[config.mk]
export PLATFORM = sky130hd
export DESIGN_NAME = rot_entry_alu
export DESIGN_NICKNAME = d
export VERILOG_FILES = /design/src/rtl/rot_pkg.sv /design/src/rtl/rot_step_detect.sv /design/src/rtl/rot_entry_alu.sv
export SDC_FILE = /design/constraint.sdc
export NUM_CORES = 1
export LEC_CHECK = 0
export CORE_ASPECT_RATIO = 0.8
export CORE_MARGIN = 2
export CORE_UTILIZATION = 50
export CTS_BUF_LIST = sky130_fd_sc_hd__clkbuf_16
export CTS_CLUSTER_DIAMETER = 100
export DETAILED_ROUTE_END_ITERATION = 10
export PLACE_DENSITY = 0.75
export SYNTH_ARGS = -nofsm -noshare
export SYNTH_HDL_FRONTEND = slang
export SYNTH_SLANG_ARGS = --single-unit
[constraint.sdc]
create_clock -name clk -period 2.6 [get_ports clk]
set_input_delay 0.26 -clock clk [delete_from_list [all_inputs] [get_ports clk]]
set_output_delay 0.26 -clock clk [all_outputs]
set_load 0.02 [all_outputs]
[src/rtl/rot_pkg.sv]
// Shared definitions for the rotary-shaft operand entry blocks: arithmetic
// mode codes, FSM phase encodings and the chunk-count helper.
package rot_pkg;

    localparam logic [1:0] MODE_ADD  = 2'b00;
    localparam logic [1:0] MODE_SUB  = 2'b01;
    localparam logic [1:0] MODE_SADD = 2'b10;
    localparam logic [1:0] MODE_SSUB = 2'b11;

    typedef enum logic [1:0] {
        PH_LOAD_A = 2'd0,
        PH_LOAD_B = 2'd1,
        PH_CALC   = 2'd2
    } phase_e;

    // Number of switch chunks needed to fill a width-bit operand.
    function automatic int chunks(input int width, input int din_w);
        return (width + din_w - 1) / din_w;
    endfunction

endpackage

[src/rtl/rot_step_detect.sv]
// Rotary detent detector: synchronises both raw contacts, tracks a
// set-on-both-high / clear-on-both-low event flag and emits a one-cycle step.
module rot_step_detect (
    input  logic clk,
    input  logic rst_n,
    input  logic i_rota,
    input  logic i_rotb,
    output logic o_step
);

    logic r_a_meta, r_a_sync;
    logic r_b_meta, r_b_sync;
    logic r_event, r_event_d;

    // NOTE: clocked state uses non-blocking assignments so every flop samples
    // the pre-edge value of its neighbour; blocking here would collapse the
    // synchroniser chain into a single stage.
    always_ff @(posedge clk or negedge rst_n) begin
        if (!rst_n) begin
            r_a_meta  <= 1'b0;
            r_a_sync  <= 1'b0;
            r_b_meta  <= 1'b0;
            r_b_sync  <= 1'b0;
            r_event   <= 1'b0;
            r_event_d <= 1'b0;
        end else begin
            r_a_meta  <= i_rota;
            r_a_sync  <= r_a_meta;
            r_b_meta  <= i_rotb;
            r_b_sync  <= r_b_meta;
            // Hysteresis: only a full return to both-low re-arms the detector.
            if (r_a_sync && r_b_sync)
                r_event <= 1'b1;
            else if (!r_a_sync && !r_b_sync)
                r_event <= 1'b0;
            r_event_d <= r_event;
        end
    end

    assign o_step = r_event & ~r_event_d;

endmodule

[src/rtl/rot_entry_alu.sv]
// Rotary-shaft operand entry and add/subtract unit: each detent loads one
// switch chunk into A then B, after which a signed result is registered.
module rot_entry_alu
    import rot_pkg::*;
#(
    parameter  int WIDTH = 7,
    parameter  int DIN_W = 4,
    localparam int IDX_W = (chunks(WIDTH, DIN_W) > 1) ? $clog2(chunks(WIDTH, DIN_W)) : 1
) (
    input  logic             clk,
    input  logic             rst_n,
    input  logic             rota,
    input  logic             rotb,
    input  logic [DIN_W-1:0] din,
    input  logic [1:0]       mode,
    input  logic             clr,
    output logic [WIDTH-1:0] sum,
    output logic             ovf,
    output logic             cout,
    output logic             valid,
    output logic [1:0]       phase,
    output logic [IDX_W-1:0] chunk_idx
);

    localparam int               CHUNKS   = chunks(WIDTH, DIN_W);
    localparam logic [IDX_W-1:0] LAST_IDX = IDX_W'(CHUNKS - 1);

    logic [WIDTH-1:0] r_a, r_b, r_sum;
    logic [1:0]       r_mode;
    phase_e           r_phase;
    logic [IDX_W-1:0] r_idx;
    logic             r_ovf, r_cout, r_valid;

    logic             w_step;
    logic [5:0]       w_shift;
    logic [WIDTH-1:0] w_mask, w_chunk, w_target, w_merged;
    logic             w_sub, w_sat;
    logic [WIDTH-1:0] w_b_eff, w_res;
    logic [WIDTH:0]   w_full;
    logic             w_carry_msb, w_ovf, w_cout;

    rot_step_detect u_step (
        .clk    (clk),
        .rst_n  (rst_n),
        .i_rota (rota),
        .i_rotb (rotb),
        .o_step (w_step)
    );

    // Splice din into the selected operand; the mask drops any din bits
    // that fall above WIDTH on the last chunk.
    assign w_shift  = 6'(r_idx) * 6'(DIN_W);
    assign w_mask   = WIDTH'({DIN_W{1'b1}}) << w_shift;
    assign w_chunk  = WIDTH'(din) << w_shift;
    assign w_target = (r_phase == PH_LOAD_A) ? r_a : r_b;
    assign w_merged = (w_target & ~w_mask) | (w_chunk & w_mask);

    // NOTE: every variable written in always_comb is given a value on every
    // path (here the unsaturated result first); a missed path infers a latch.
    always_comb begin
        w_sub       = (r_mode == MODE_SUB)  || (r_mode == MODE_SSUB);
        w_sat       = (r_mode == MODE_SADD) || (r_mode == MODE_SSUB);
        w_b_eff     = r_b ^ {WIDTH{w_sub}};
        w_full      = {1'b0, r_a} + {1'b0, w_b_eff} + {{WIDTH{1'b0}}, w_sub};
        // The MSB sum bit is a ^ b ^ carry_in, so the carry into it falls out.
        w_carry_msb = w_full[WIDTH-1] ^ r_a[WIDTH-1] ^ w_b_eff[WIDTH-1];
        w_ovf       = w_carry_msb ^ w_full[WIDTH];
        w_cout      = w_full[WIDTH] ^ w_sub;
        w_res       = w_full[WIDTH-1:0];
        if (w_sat && w_ovf)
            w_res = r_a[WIDTH-1] ? {1'b1, {(WIDTH-1){1'b0}}} : {1'b0, {(WIDTH-1){1'b1}}};
    end

    always_ff @(posedge clk or negedge rst_n) begin
        if (!rst_n) begin
            r_a     <= '0;
            r_b     <= '0;
            r_mode  <= MODE_ADD;
            r_phase <= PH_LOAD_A;
            r_idx   <= '0;
            r_sum   <= '0;
            r_ovf   <= 1'b0;
            r_cout  <= 1'b0;
            r_valid <= 1'b0;
        end else begin
            r_valid <= 1'b0;
            if (clr) begin
                // Abort wins over a coincident step; the last result is kept.
                r_phase <= PH_LOAD_A;
                r_idx   <= '0;
                r_a     <= '0;
                r_b     <= '0;
            end else begin
                case (r_phase)
                    PH_LOAD_A: begin
                        if (w_step) begin
                            r_a <= w_merged;
                            if (r_idx == LAST_IDX) begin
                                r_idx   <= '0;
                                r_phase <= PH_LOAD_B;
                            end else begin
                                r_idx <= r_idx + IDX_W'(1);
                            end
                        end
                    end
                    PH_LOAD_B: begin
                        if (w_step) begin
                            r_b <= w_merged;
                            if (r_idx == LAST_IDX) begin
                                r_idx   <= '0;
                                r_mode  <= mode;
                                r_phase <= PH_CALC;
                            end else begin
                                r_idx <= r_idx + IDX_W'(1);
                            end
                        end
                    end
                    PH_CALC: begin
                        r_sum   <= w_res;
                        r_ovf   <= w_ovf;
                        r_cout  <= w_cout;
                        r_valid <= 1'b1;
                        r_phase <= PH_LOAD_A;
                    end
                    default: r_phase <= PH_LOAD_A;
                endcase
            end
        end
    end

    assign sum       = r_sum;
    assign ovf       = r_ovf;
    assign cout      = r_cout;
    assign valid     = r_valid;
    assign phase     = r_phase;
    assign chunk_idx = r_idx;

endmodule

# Yosys cells after proc, flatten, opt, wreduce, memory -nomap -nowiden
# Cells that the tools add are included.
# Widths: inputs -> output; s select.
[op_classes]
n_reduce_logical = 20
n_shift = 2
muxes = 22
n_eq_ne = 9
multipliers = 0
n_bitwise = 12
div_mod_pow = 0
n_addsub = 3
n_lt_le_gt_ge = 0
[op_table]
columns = ["operator", "n"]
rows = [
  ["$mux 7", 8],
  ["$and 7x7->7", 2],
  ["$mux 2", 5],
  ["$reduce_bool 2->1", 5],
  ["$add 7x7->8", 1],
  ["$add 8x1->8", 1],
  ["$mux 1", 8],
  ["$reduce_and 2->1", 4],
  ["$reduce_and 4->1", 2],
  ["$not 7->7", 1],
  ["$or 7x7->7", 1],
  ["$shl 4x3->7", 1],
  ["$shl 4x3->7 const A", 1],
  ["$xor 7x7->7", 1],
  ["$eq 2x2->1 const B", 3],
  ["$ne 3x2->1 const B", 2],
  ["$ne 3x3->1 const B", 2],
  ["$eq 2x1->1 const B", 2],
  ["$pmux 2 s2", 1],
  ["$xor 1x1->1", 4],
  ["$logic_and 1x1->1", 3],
  ["$logic_not 1->1", 2],
  ["$logic_not 2->1", 1],
  ["$logic_or 1x1->1", 2],
  ["4 further kinds", 5],
]
[word_totals]
mem_bits_ro = 0
input_bits = 11
elab_cells = 83
ramBits = 0
ff_bits = 35
output_inout_bits = 13
mem_count = 0
latchBits = 0

# Longest topological paths before layout
# Gate-level depths: netlist of run 1.
[logic_depth]
ltp_word = 10
depth_mapped = 10
ltp_nobuf = 9

# Hierarchy
# From an unflattened synthesis of run 1, not the netlist that was laid out.
[hier_totals]
hier_cells = 203
hier_area_um2 = 2049.5
[by_module_without_submodules]
columns = ["mod", "area_each_um2", "seq_area_each_um2", "cells_each", "instances"]
rows = [
  ["rot_entry_alu", 1865.5, 725.7, 194, 1],
  ["rot_step_detect", 183.9, 150.1, 9, 1],
]

# Worst setup path after synthesis of run 1
# Ideal clock, no wire load.
[synth_path]
path_type = "reg-to-reg"
from = "register r_mode[0]"
to = "register r_sum[2] (netlist: sum[2])"
path_stages_with_launch = 10
required_time_ns = 2.451
synth_period_minus_slack_ns = 2.653
arrival_ns = 2.505
setup_time_ns = 0.149
n_path_buf = 1
slack_ns = -0.053
cell_sequence = "dfrtp_1 buf_4 xor2_1 ha_1 nor4b_2 a2111oi_4 a31oi_2 or4b_4 nand2_2 o311ai_1"
[synth_between]
elab_chain_cells = 10
[synth_rtl]
columns = ["element", "line", "source"]
rows = [
  ["start, declared", "rot_entry_alu.sv:29", "logic [1:0] r_mode;"],
  ["start signal, assigned", "rot_entry_alu.sv:111", "r_mode <= mode;"],
  ["$eq 2x1->1 / $eq 2x2->1 (equally long branches)", "rot_entry_alu.sv:61, rot_entry_alu.sv:62", ""],
  ["$logic_or 1x1->1", "rot_entry_alu.sv:61", "w_sub = (r_mode == MODE_SUB) || (r_mode == MODE_SSUB);"],
  ["$xor 7x7->7", "rot_entry_alu.sv:63", "w_b_eff = r_b ^ {WIDTH{w_sub}};"],
  ["$add 7x7->8", "rot_entry_alu.sv:64", "w_full = {1'b0, r_a} + {1'b0, w_b_eff} + {{WIDTH{1'b0}}, w_sub};"],
  ["$add 8x1->8", "rot_entry_alu.sv:64", ""],
  ["$xor 1x1->1 (2 in a row)", "rot_entry_alu.sv:66", "w_carry_msb = w_full[WIDTH-1] ^ r_a[WIDTH-1] ^ w_b_eff[WIDTH-1];"],
  ["$xor 1x1->1", "rot_entry_alu.sv:67", "w_ovf = w_carry_msb ^ w_full[WIDTH];"],
  ["$logic_and 1x1->1", "rot_entry_alu.sv:70", "if (w_sat && w_ovf)"],
  ["$mux 7 *", "rot_entry_alu.sv:70", ""],
  ["end signal, assigned", "rot_entry_alu.sv:119", "r_sum <= w_res;"],
  ["end, declared", "rot_entry_alu.sv:28", "logic [WIDTH-1:0] r_a, r_b, r_sum;"],
]
# Every way passes the cells marked *; elsewhere a longest branch is shown, timed or not.
# A chain may end at the register's enable or synchronous reset.

# Worst setup path after layout of run 1
# Ends and elaborated chain as after synthesis.

==> flow_metrics.env, run 1 <==
export IMPL_peakVddDrop_uv=435
export IMPL_leakagePower_nw=1.26
export IMPL_pre_cts_ws_ns=-0.263
export IMPL_worst_slack_ns=-0.102
export IMPL_ff_latch_area_um2=877
export IMPL_cts_root_buf="clkbuf_16"
export IMPL_crit_path_top_delay_cell="or4b_4"
export IMPL_antenna_found_initial=0
export IMPL_hold_start="u_step.r_b_meta"
export IMPL_hold_viol=0
export IMPL_die_w_um=75.3
export IMPL_post_route_period_util_pct=104
export IMPL_drc_errors=0
export IMPL_cts_hold_buf=0
export IMPL_cp_top_family="simple AND/OR/NAND/NOR gates"
export IMPL_gp_congestion=0.813
export IMPL_ios=24
export IMPL_core_area_um2=3850
export IMPL_drtPass1Iterations=4
export IMPL_dieArea_um2=4600
export IMPL_power_density_nw_per_um2=484
export IMPL_finalSetupViolCount=7
export IMPL_drtIter0Drc=99
export IMPL_cts_made_buffers=5
export IMPL_grt_use_total_pct=23.4
export IMPL_max_stage_delay_ns=0.53
export IMPL_insertion_delay_ns=0.28
export IMPL_slew_headroom_pct=54.8
export IMPL_grt_pass1_vias=1671
export IMPL_max_cap_viol_count=0
export IMPL_cts_max_path_buffers=2
export IMPL_netlist_area_um2=2030
export IMPL_crit_fanout=7
export IMPL_max_freq_ghz=0.370
export IMPL_wirelength_um=4750
export IMPL_hold_class="register to register"
export IMPL_drive_above_1_share_pct=26.3
export IMPL_syn_area_per_cell_um2=9.78
export IMPL_place_area_um2=2440
export IMPL_fin_tns_setup_ns=-0.540
export IMPL_initial_utilization_pct=52.8
export IMPL_multi_input_area_um2=1280
export IMPL_final_area_um2=2860
export IMPL_violations="setup timing"
export IMPL_outcome="finished, violations left"
export IMPL_portBuffers=23
export IMPL_grt_pass1_wl_um=7830
export IMPL_drt_antenna_violating_nets=0
export IMPL_grt_max_degree=36
export IMPL_syn_inst=208
export IMPL_syn2layout_area_growth_pct=40.7
export IMPL_hpwl_um=3080
export IMPL_die_y_um=61.0
export IMPL_cp_end_kind="register"
export IMPL_skew_ns=0.00757
export IMPL_overflow=0
export IMPL_vias=1711
export IMPL_timing_final_max_slew_violations=0
export IMPL_worstSetupStartpointType="register"
export IMPL_synth_warnings=0
export IMPL_clock_sinks=35
export IMPL_path_clk_slew_ns=0.06
export IMPL_seq_area_frac_synth_pct=43.1
export IMPL_required_ns=2.72
export IMPL_num_antenna_cells=0
export IMPL_worst_slew_pin_transition_ns=0.676
export IMPL_rsz0062_at_grt="true"
export IMPL_arrival_ns=2.82
export IMPL_path_cells="buf_4 -> xor2_1 -> ha_1 -> nand3b_1 -> a21o_1 -> and4_4 -> or4b_4 -> nand2_8 -> o311ai_2"
export IMPL_ys_ff_latch=35
export IMPL_htree_levels=2
export IMPL_crit_buf_inv=1
export IMPL_cp_startpoint="r_mode[0]"
export IMPL_final_nets=281
export IMPL_cts_tree="yes"
export IMPL_period_needed_ns=2.70
export IMPL_nFillCells=275
export IMPL_rows=20
export IMPL_r2r_start="r_mode[0]"
export IMPL_avgViaCountPerCell=5.40
export IMPL_synth_cell_types=40
export IMPL_critPathKind="register to register"
export IMPL_route_detailed_wl_per_inst_um=15.0
export IMPL_syn_num_nets=228
[registers in the layout, indices dropped and copies added, names as in the netlist]
signal	flops
r_a	7
r_b	7
sum	7
phase	2
r_mode	2
chunk_idx	1
cout	1
ovf	1
u_step.r_a_meta	1
u_step.r_a_sync	1
u_step.r_b_meta	1
u_step.r_b_sync	1
u_step.r_event	1
u_step.r_event_d	1
valid	1
[cells in the final DEF (no fill, tap or decap), drive strengths merged, types with 6 or more instances in the layout]
master,n
clkdlybuf4s50,23
ha,8
xnor2,6
o21ai,23
nand2,32
xor2,10
buf,32
mux2,6
dfrtp,35
nor2,15
nand2b,15
[kinds of logic after synthesis]
family / count (synthesis) / synth area share (%)
compound gates: 45 / 16.1
xor+xnor: 16 / 6.89
fa+ha+maj: 9 / 5.91
buf+inv: 14 / 2.77
flops: 35 / 43.1
mux: 10 / 5.29
simple gates: 79 / 19.9
[Yosys cell counts (all sizes together)]
cell,n,area [um2]
dfrtp,35,876
nand2,32,123
o21ai,23,115
nand2b,15,93.8
nor2,15,56.3
xor2,10,87.6
ha,8,100
clkbuf,7,26.3
mux2,6,67.6
xnor2,6,52.6
inv,5,18.8
o311ai,5,43.8
a311oi,4,35.0
mux2i,4,40.0
nand3b,4,30.0
nand3,3,15.0
o211ai,3,27.5
a21o,2,16.3
a21oi,2,10.0
a31oi,2,18.8
buf,2,11.3
nor3,2,10.0
nor3b,2,15.0
nor4b,2,23.8
a2111oi,1,27.5
a41oi,1,16.3
and2,1,6.26
and3b,1,8.76
and4,1,10.0
fa,1,20.0
o211a,1,10.0
o31ai,1,7.51
or4b,1,13.8
[per-stage QoR]
stage	hold WS, ns	util, %	std cells	total power [mW]
2_1_floorplan	-0.0356	-	208	0.705
3_3_place_gp	0.333	63.4	295	0.781
3_5_place_dp	0.343	63.4	295	0.785
4_1_cts	0.355	72.4	314	1.39
5_1_grt	0.360	74.3	317	1.43
6_report	0.354	74.3	317	1.38
[layer usage]
metal | global-route usage (%) | vias up | wire, um
met1 | 30.6 | 816 | 2160
met2 | 37.0 | 47 | 2240
met3 | 5.07 | 12 | 219
li1 | - | 836 | -
met4 | 12.3 | 0 | 129
met5 | 0 | - | 0
[path summary, 6_finish.rpt]
check                      cells after the start  slack, ns              end
min reg2reg                                    0       0.35  u_step.r_b_sync
min                                            0       0.35  u_step.r_b_sync
max                                            9      -0.10           sum[2]
max in group asynchronous                      2       1.86        r_mode[0]
max reg2reg                                    9      -0.10           sum[2]
min in group asynchronous                      2       0.40           sum[3]
[where the power goes]
| part | total [mW] | internal, mW | switching [mW] |
|---|---|---|---|
| Clock | 0.576 | 0.349 | 0.226 |
| Combinational | 0.225 | 0.106 | 0.119 |
| Sequential | 0.583 | 0.565 | 0.0180 |
| Total | 1.38 | 1.02 | 0.364 |
[worst reg2reg max path: cells and delay by family, from the launching register on]
| kind | cells | cell delay [ns] |
|---|---|---|
| AOI/OAI and AO/OA | 2 | 0.34 |
| xor gates and xnor gates | 1 | 0.14 |
| adders and majority gates | 1 | 0.38 |
| buffers and inverters | 1 | 0.18 |
| DFF | 1 | 0.49 |
| and+or+nand+nor | 4 | 1.01 |
[layout make-up]
class | instances | share of cell area [%]
Timing Repair Buffer | 55 | 16.7
Clock buffer | 5 | 4.37
Tap cell | 55 | 2.40
Clock inverter | 3 | 0.525
Inverter | 5 | 0.656
Multi-Input combinational cell | 159 | 44.7
Sequential cell | 35 | 30.7
[repair_timing]
action	4_1_cts	5_1_grt
setup buffers	11	3
setup endpoints to repair	7	8
gates resized for setup	20	6
cloned	0	0
hold endpoints to repair	0	0
pin swaps	10	6
(Power assumes the default switching activity.)
==> inputs of run 2 (changes only) <==
Settings changed: TNS_END_PERCENT set to 5.
==> flow_metrics.env, run 2 (synthesis results as in run 1) <==
export IMPL_rr_worst_depth=9
export IMPL_insertion_delay_ns=0.28
export IMPL_drtIter0Drc=70
export IMPL_worst_slew_pin_transition_ns=0.521
export IMPL_grt_pass1_wl_um=7660
export IMPL_max_freq_ghz=0.375
export IMPL_drt_antenna_violating_nets=0
export IMPL_core_area_um2=3850
export IMPL_grt_pass1_vias=1656
export IMPL_grt_max_degree=36
export IMPL_leakagePower_nw=1.21
export IMPL_cts_hold_buf=0
export IMPL_critPathKind="register to register"
export IMPL_peakVddDrop_uv=310
export IMPL_initial_utilization_pct=52.8
export IMPL_worstSetupStartpointType="register"
export IMPL_outcome="finished, violations left"
export IMPL_drive_above_1_share_pct=24.0
export IMPL_cts_made_buffers=5
export IMPL_post_route_period_util_pct=102
export IMPL_final_nets=273
export IMPL_max_stage_delay_ns=0.60
export IMPL_grt_use_total_pct=22.6
export IMPL_slew_headroom_pct=65.2
export IMPL_die_w_um=75.3
export IMPL_hold_viol=0
export IMPL_mostFrequentLayoutCells="dfrtp_1 (34), nand2_1 (31), buf_4 (24), clkdlybuf4s50_1 (23), o21ai_0 (22)"
export IMPL_period_needed_ns=2.66
export IMPL_rsz0062_at_grt="true"
export IMPL_cts_tree="yes"
export IMPL_clock_sinks=35
export IMPL_finalNonFillerCells=309
export IMPL_rows=20
export IMPL_cts_root_buf="clkbuf_16"
export IMPL_cp_end_kind="register"
export IMPL_portBuffers=23
export IMPL_violations="setup timing"
export IMPL_drc_errors=0
export IMPL_arrival_ns=2.79
export IMPL_htree_levels=2
export IMPL_num_antenna_cells=0
export IMPL_worst_slack_ns=-0.0635
export IMPL_path_clk_slew_ns=0.06
export IMPL_required_ns=2.73
export IMPL_timing_final_max_slew_violations=0
export IMPL_avgViaCountPerCell=5.51
export IMPL_hold_class="register to register"
export IMPL_gp_congestion=0.803
export IMPL_hold_depth=0
export IMPL_hpwl_um=3160
export IMPL_nFillCells=301
export IMPL_power_density_nw_per_um2=561
export IMPL_crit_path_top_delay_cell="or4b_4"
export IMPL_syn2layout_area_growth_pct=36.8
export IMPL_drtPass1Iterations=5
export IMPL_overflow=0
export IMPL_die_y_um=61.0
export IMPL_cts_max_path_buffers=2
export IMPL_wirelength_um=4580
export IMPL_antenna_found_initial=0
export IMPL_finalSetupViolCount=7
export IMPL_ios=24
export IMPL_skew_ns=0.00440
export IMPL_max_cap_viol_count=0
export IMPL_dp_cells=298
export IMPL_mostFrequentLayoutCell="dfrtp_1"
export IMPL_dieArea_um2=4600
export IMPL_path_cells="buf_4 -> xor2_1 -> ha_1 -> nand2_1 -> o211ai_2 -> a41oi_4 -> or4b_4 -> nand2_4 -> o311ai_1"
export IMPL_crit_fanout=6
export IMPL_vias=1703
export IMPL_route_detailed_wl_per_inst_um=14.8
export IMPL_power_mw=1.56
## run 2: cell count changes in the layout (fill, tap and decap cells not counted), moves of 3 or more
cell and change:
clkinv_2 -3, o311ai_1 +4, buf_4 -6, ha_1 -3
## run 2: path summary, 6_finish.rpt
kind                       slack [ns]       startpoint         endpoint
max                             -0.06        r_mode[0]           sum[4]
min                              0.35  u_step.r_a_meta  u_step.r_a_sync
max reg2reg                     -0.06        r_mode[0]           sum[4]
min reg2reg                      0.35  u_step.r_a_meta  u_step.r_a_sync
max in group asynchronous        1.88            rst_n        r_mode[0]
min in group asynchronous        0.40            rst_n         phase[1]
## run 2: worst max-delay path, delay by kind of cell, from the launching register on
kind                       cells  cell delay [ns]
buffers and inverters          1             0.18
and+or+nand+nor                3             0.82
adders and majority gates      1             0.36
DFF                            1             0.48
AOI/OAI and AO/OA              3             0.52
xor gates and xnor gates       1             0.15
## run 2: per-layer routing
| layer | GRT usage (%) | share of wire, % | vias up |
|---|---|---|---|
| li1 | - | - | 817 |
| met1 | 30.2 | 46 | 812 |
| met2 | 36.6 | 47 | 65 |
| met3 | 4.58 | 4.9 | 9 |
| met4 | 8.77 | 1.7 | 0 |
| met5 | 0 | 0 | - |
## run 2: area by class of cell
| cell class | count | area [um2] | share of cell area, % |
|---|---|---|---|
| inverter | 5 | 18.8 | 0.675 |
| clock buffer | 5 | 125 | 4.50 |
| sequential | 35 | 877 | 31.5 |
| clock inverter | 3 | 67.6 | 2.43 |
| multi-input combinational | 159 | 1210 | 43.6 |
| timing repair buffer | 47 | 410 | 14.8 |
| tap | 55 | 68.8 | 2.47 |
## run 2: per-stage QoR
stage	area (um2)	hold slack [ns]	util (%)	worst slack (ns)	TNS [ns]
after floorplan	2050	-0.0356	-	-0.0129	-0.0441
after detailed placement	2460	0.335	64.0	-0.268	-1.71
final	2780	0.346	72.2	-0.0635	-0.234
after CTS	2760	0.347	71.5	-0.0137	-0.0413
after global routing	2780	0.359	72.2	-0.111	-0.623
after global placement	2460	0.332	64.0	-0.129	-0.808
## run 2: power breakdown
| group | internal [mW] | switching (mW) |
|---|---|---|
| clock network | 0.548 | 0.217 |
| registers | 0.565 | 0.0189 |
| logic | 0.0993 | 0.112 |
## run 2: timing repair
action | in CTS | in global routing
endpoints found under the hold margin | 0 | 0
endpoints found under the setup margin | 7 | 7
setup buffers | 3 | 0
gates resized for setup | 13 | 4
pin swaps | 6 | 4
==> inputs of run 3 (changes only) <==
Settings changed: CORE_UTILIZATION 50 to 57, DONT_BUFFER_PORTS set to 1, HOLD_SLACK_MARGIN set to 0.12, PLACE_DENSITY 0.75 to 0.73.
==> flow_metrics.env, run 3 (synthesis results as in run 1) <==
export IMPL_clock_sinks=35
export IMPL_path_cells="buf_6 -> xor2_1 -> ha_1 -> buf_4 -> nor3b_1 -> nand3_2 -> buf_4 -> and4_4 -> or4b_4 -> nand2_4 -> o311ai_1"
export IMPL_cts_tree="yes"
export IMPL_avgViaCountPerCell=5.98
export IMPL_multi_input_area_um2=1200
export IMPL_crit_fanout=6
export IMPL_syn2layout_area_growth_pct=25.4
export IMPL_ios=24
export IMPL_antenna_found_initial=0
export IMPL_leakagePower_nw=1.14
export IMPL_core_area_um2=3420
export IMPL_overflow=0
export IMPL_max_cap_viol_count=0
export IMPL_path_clk_slew_ns=0.06
export IMPL_ff_latch_area_um2=877
export IMPL_drt_antenna_violating_nets=0
export IMPL_grt_max_degree=36
export IMPL_worst_slew_pin_transition_ns=0.737
export IMPL_initial_utilization_pct=59.4
export IMPL_drc_errors=0
export IMPL_grt_pass1_wl_um=7870
export IMPL_rows=19
export IMPL_insertion_delay_ns=0.28
export IMPL_timing_final_max_slew_violations=0
export IMPL_die_y_um=57.4
export IMPL_arrival_ns=2.90
export IMPL_required_ns=2.74
export IMPL_cts_root_buf="clkbuf_16"
export IMPL_wirelength_um=4750
export IMPL_mostFrequentLayoutCells="dfrtp_1 (34), nand2_1 (31), o21ai_0 (22), buf_4 (22)"
export IMPL_rsz0062_at_grt="true"
export IMPL_hold_viol=0
export IMPL_post_route_period_util_pct=106
export IMPL_power_mw=1.36
export IMPL_nFillCells=242
export IMPL_die_w_um=70.8
export IMPL_finalSetupViolCount=7
export IMPL_final_area_um2=2550
export IMPL_peakVddDrop_uv=355
export IMPL_route_detailed_wl_per_inst_um=17.1
export IMPL_power_density_nw_per_um2=534
export IMPL_max_freq_ghz=0.362
export IMPL_crit_path_top_delay_cell="or4b_4"
export IMPL_skew_ns=0.00574
export IMPL_cp_end_kind="register"
export IMPL_vias=1663
export IMPL_htree_levels=2
export IMPL_drtIter0Drc=72
export IMPL_cts_made_buffers=5
export IMPL_critPathKind="register to register"
export IMPL_final_nets=255
export IMPL_slew_headroom_pct=50.8
export IMPL_violations="setup timing"
export IMPL_grt_pass1_vias=1653
export IMPL_worstSetupStartpointType="register"
export IMPL_pre_cts_ws_ns=-0.266
export IMPL_cts_max_path_buffers=2
export IMPL_crit_top_cell="buf_4"
export IMPL_max_stage_delay_ns=0.54
export IMPL_worst_slack_ns=-0.166
export IMPL_gp_congestion=0.854
export IMPL_drtPass1Iterations=4
export IMPL_period_needed_ns=2.77
export IMPL_outcome="finished, violations left"
export IMPL_drive_above_1_share_pct=25.0
export IMPL_place_area_um2=2200
export IMPL_hold_class="primary input to register"
export IMPL_mostFrequentLayoutCell="dfrtp_1"
export IMPL_portBuffers=0
export IMPL_grt_use_total_pct=24.7
export IMPL_num_antenna_cells=0
export IMPL_hpwl_um=3230
export IMPL_dieArea_um2=4060
## run 3: cell count changes in the layout (fill, tap and decap cells not counted), moves of 2 or more
cell	delta
buf_4	-2
dlygate4sd3_1	+4
bufinv_16	-2
clkinv_4	+2
ha_1	+2
o311ai_2	+2
o311ai_1	-2
clkdlybuf4s50_1	-23
buf_6	+2
## run 3: per-layer routing
layer	track usage, %	routed length [um]	up-vias
met3	4.24	279	10
li1	-	-	778
met5	0	0	-
met4	5.66	87	0
met2	44.2	2360	62
met1	31.6	2020	813
## run 3: path summary, 6_finish.rpt
path / start / to / slack (ns) / depth (start not counted)
max: r_mode[0] / sum[2] / -0.17 / 11
min: mode[1] / r_mode[1] / 0.13 / 1
max reg2reg: r_mode[0] / sum[2] / -0.17 / 11
min reg2reg: u_step.r_a_meta / u_step.r_a_sync / 0.35 / 0
max in group asynchronous: rst_n / r_mode[0] / 1.98 / 2
min in group asynchronous: rst_n / r_mode[1] / 0.44 / 2
## run 3: where the power goes
part / total [mW] / internal, mW / switching, mW
registers: 0.599 / 0.564 / 0.0350
clock network: 0.586 / 0.357 / 0.229
logic: 0.177 / 0.0860 / 0.0910
## run 3: stage by stage
step | utilization, % | hold slack (ns) | setup TNS, ns | instances
6_report | 74.5 | 0.130 | -1.10 | 278
5_1_grt | 74.5 | 0.131 | -1.76 | 278
4_1_cts | 73.6 | 0.125 | -0.615 | 277
3_5_place_dp | 64.1 | -0.0349 | -1.66 | 259
3_3_place_gp | 64.1 | -0.0348 | -0.484 | 259
2_1_floorplan | - | -0.0356 | -0.0441 | 208
## run 3: timing repair
item / CTS / global route
hold endpoints to repair: 40 / 0
pin swaps: 11 / 6
resized for setup: 13 / 4
gates cloned: 0 / 0
buffers inserted: 5 / 1
hold buffers: 5 / 0
endpoints found under the setup margin: 7 / 8
## run 3: final cells by class
type                       count  area share [%]
tap                           42            2.06
timing repair buffer          29            9.72
multi-input combinational    159            47.2
sequential                    35            34.4
inverter                       5           0.736
clock inverter                 3           0.981
clock buffer                   5            4.91
## run 3: worst max-delay path, delay by kind of cell (launching register included)
kind	cells	cell delay [ns]
buffers and inverters	3	0.44
flip-flops	1	0.44
AO/OA/AOI/OAI	1	0.09
XOR/XNOR	1	0.15
AND/OR/NAND/NOR	5	1.22
adder cells (fa/ha/maj)	1	0.26
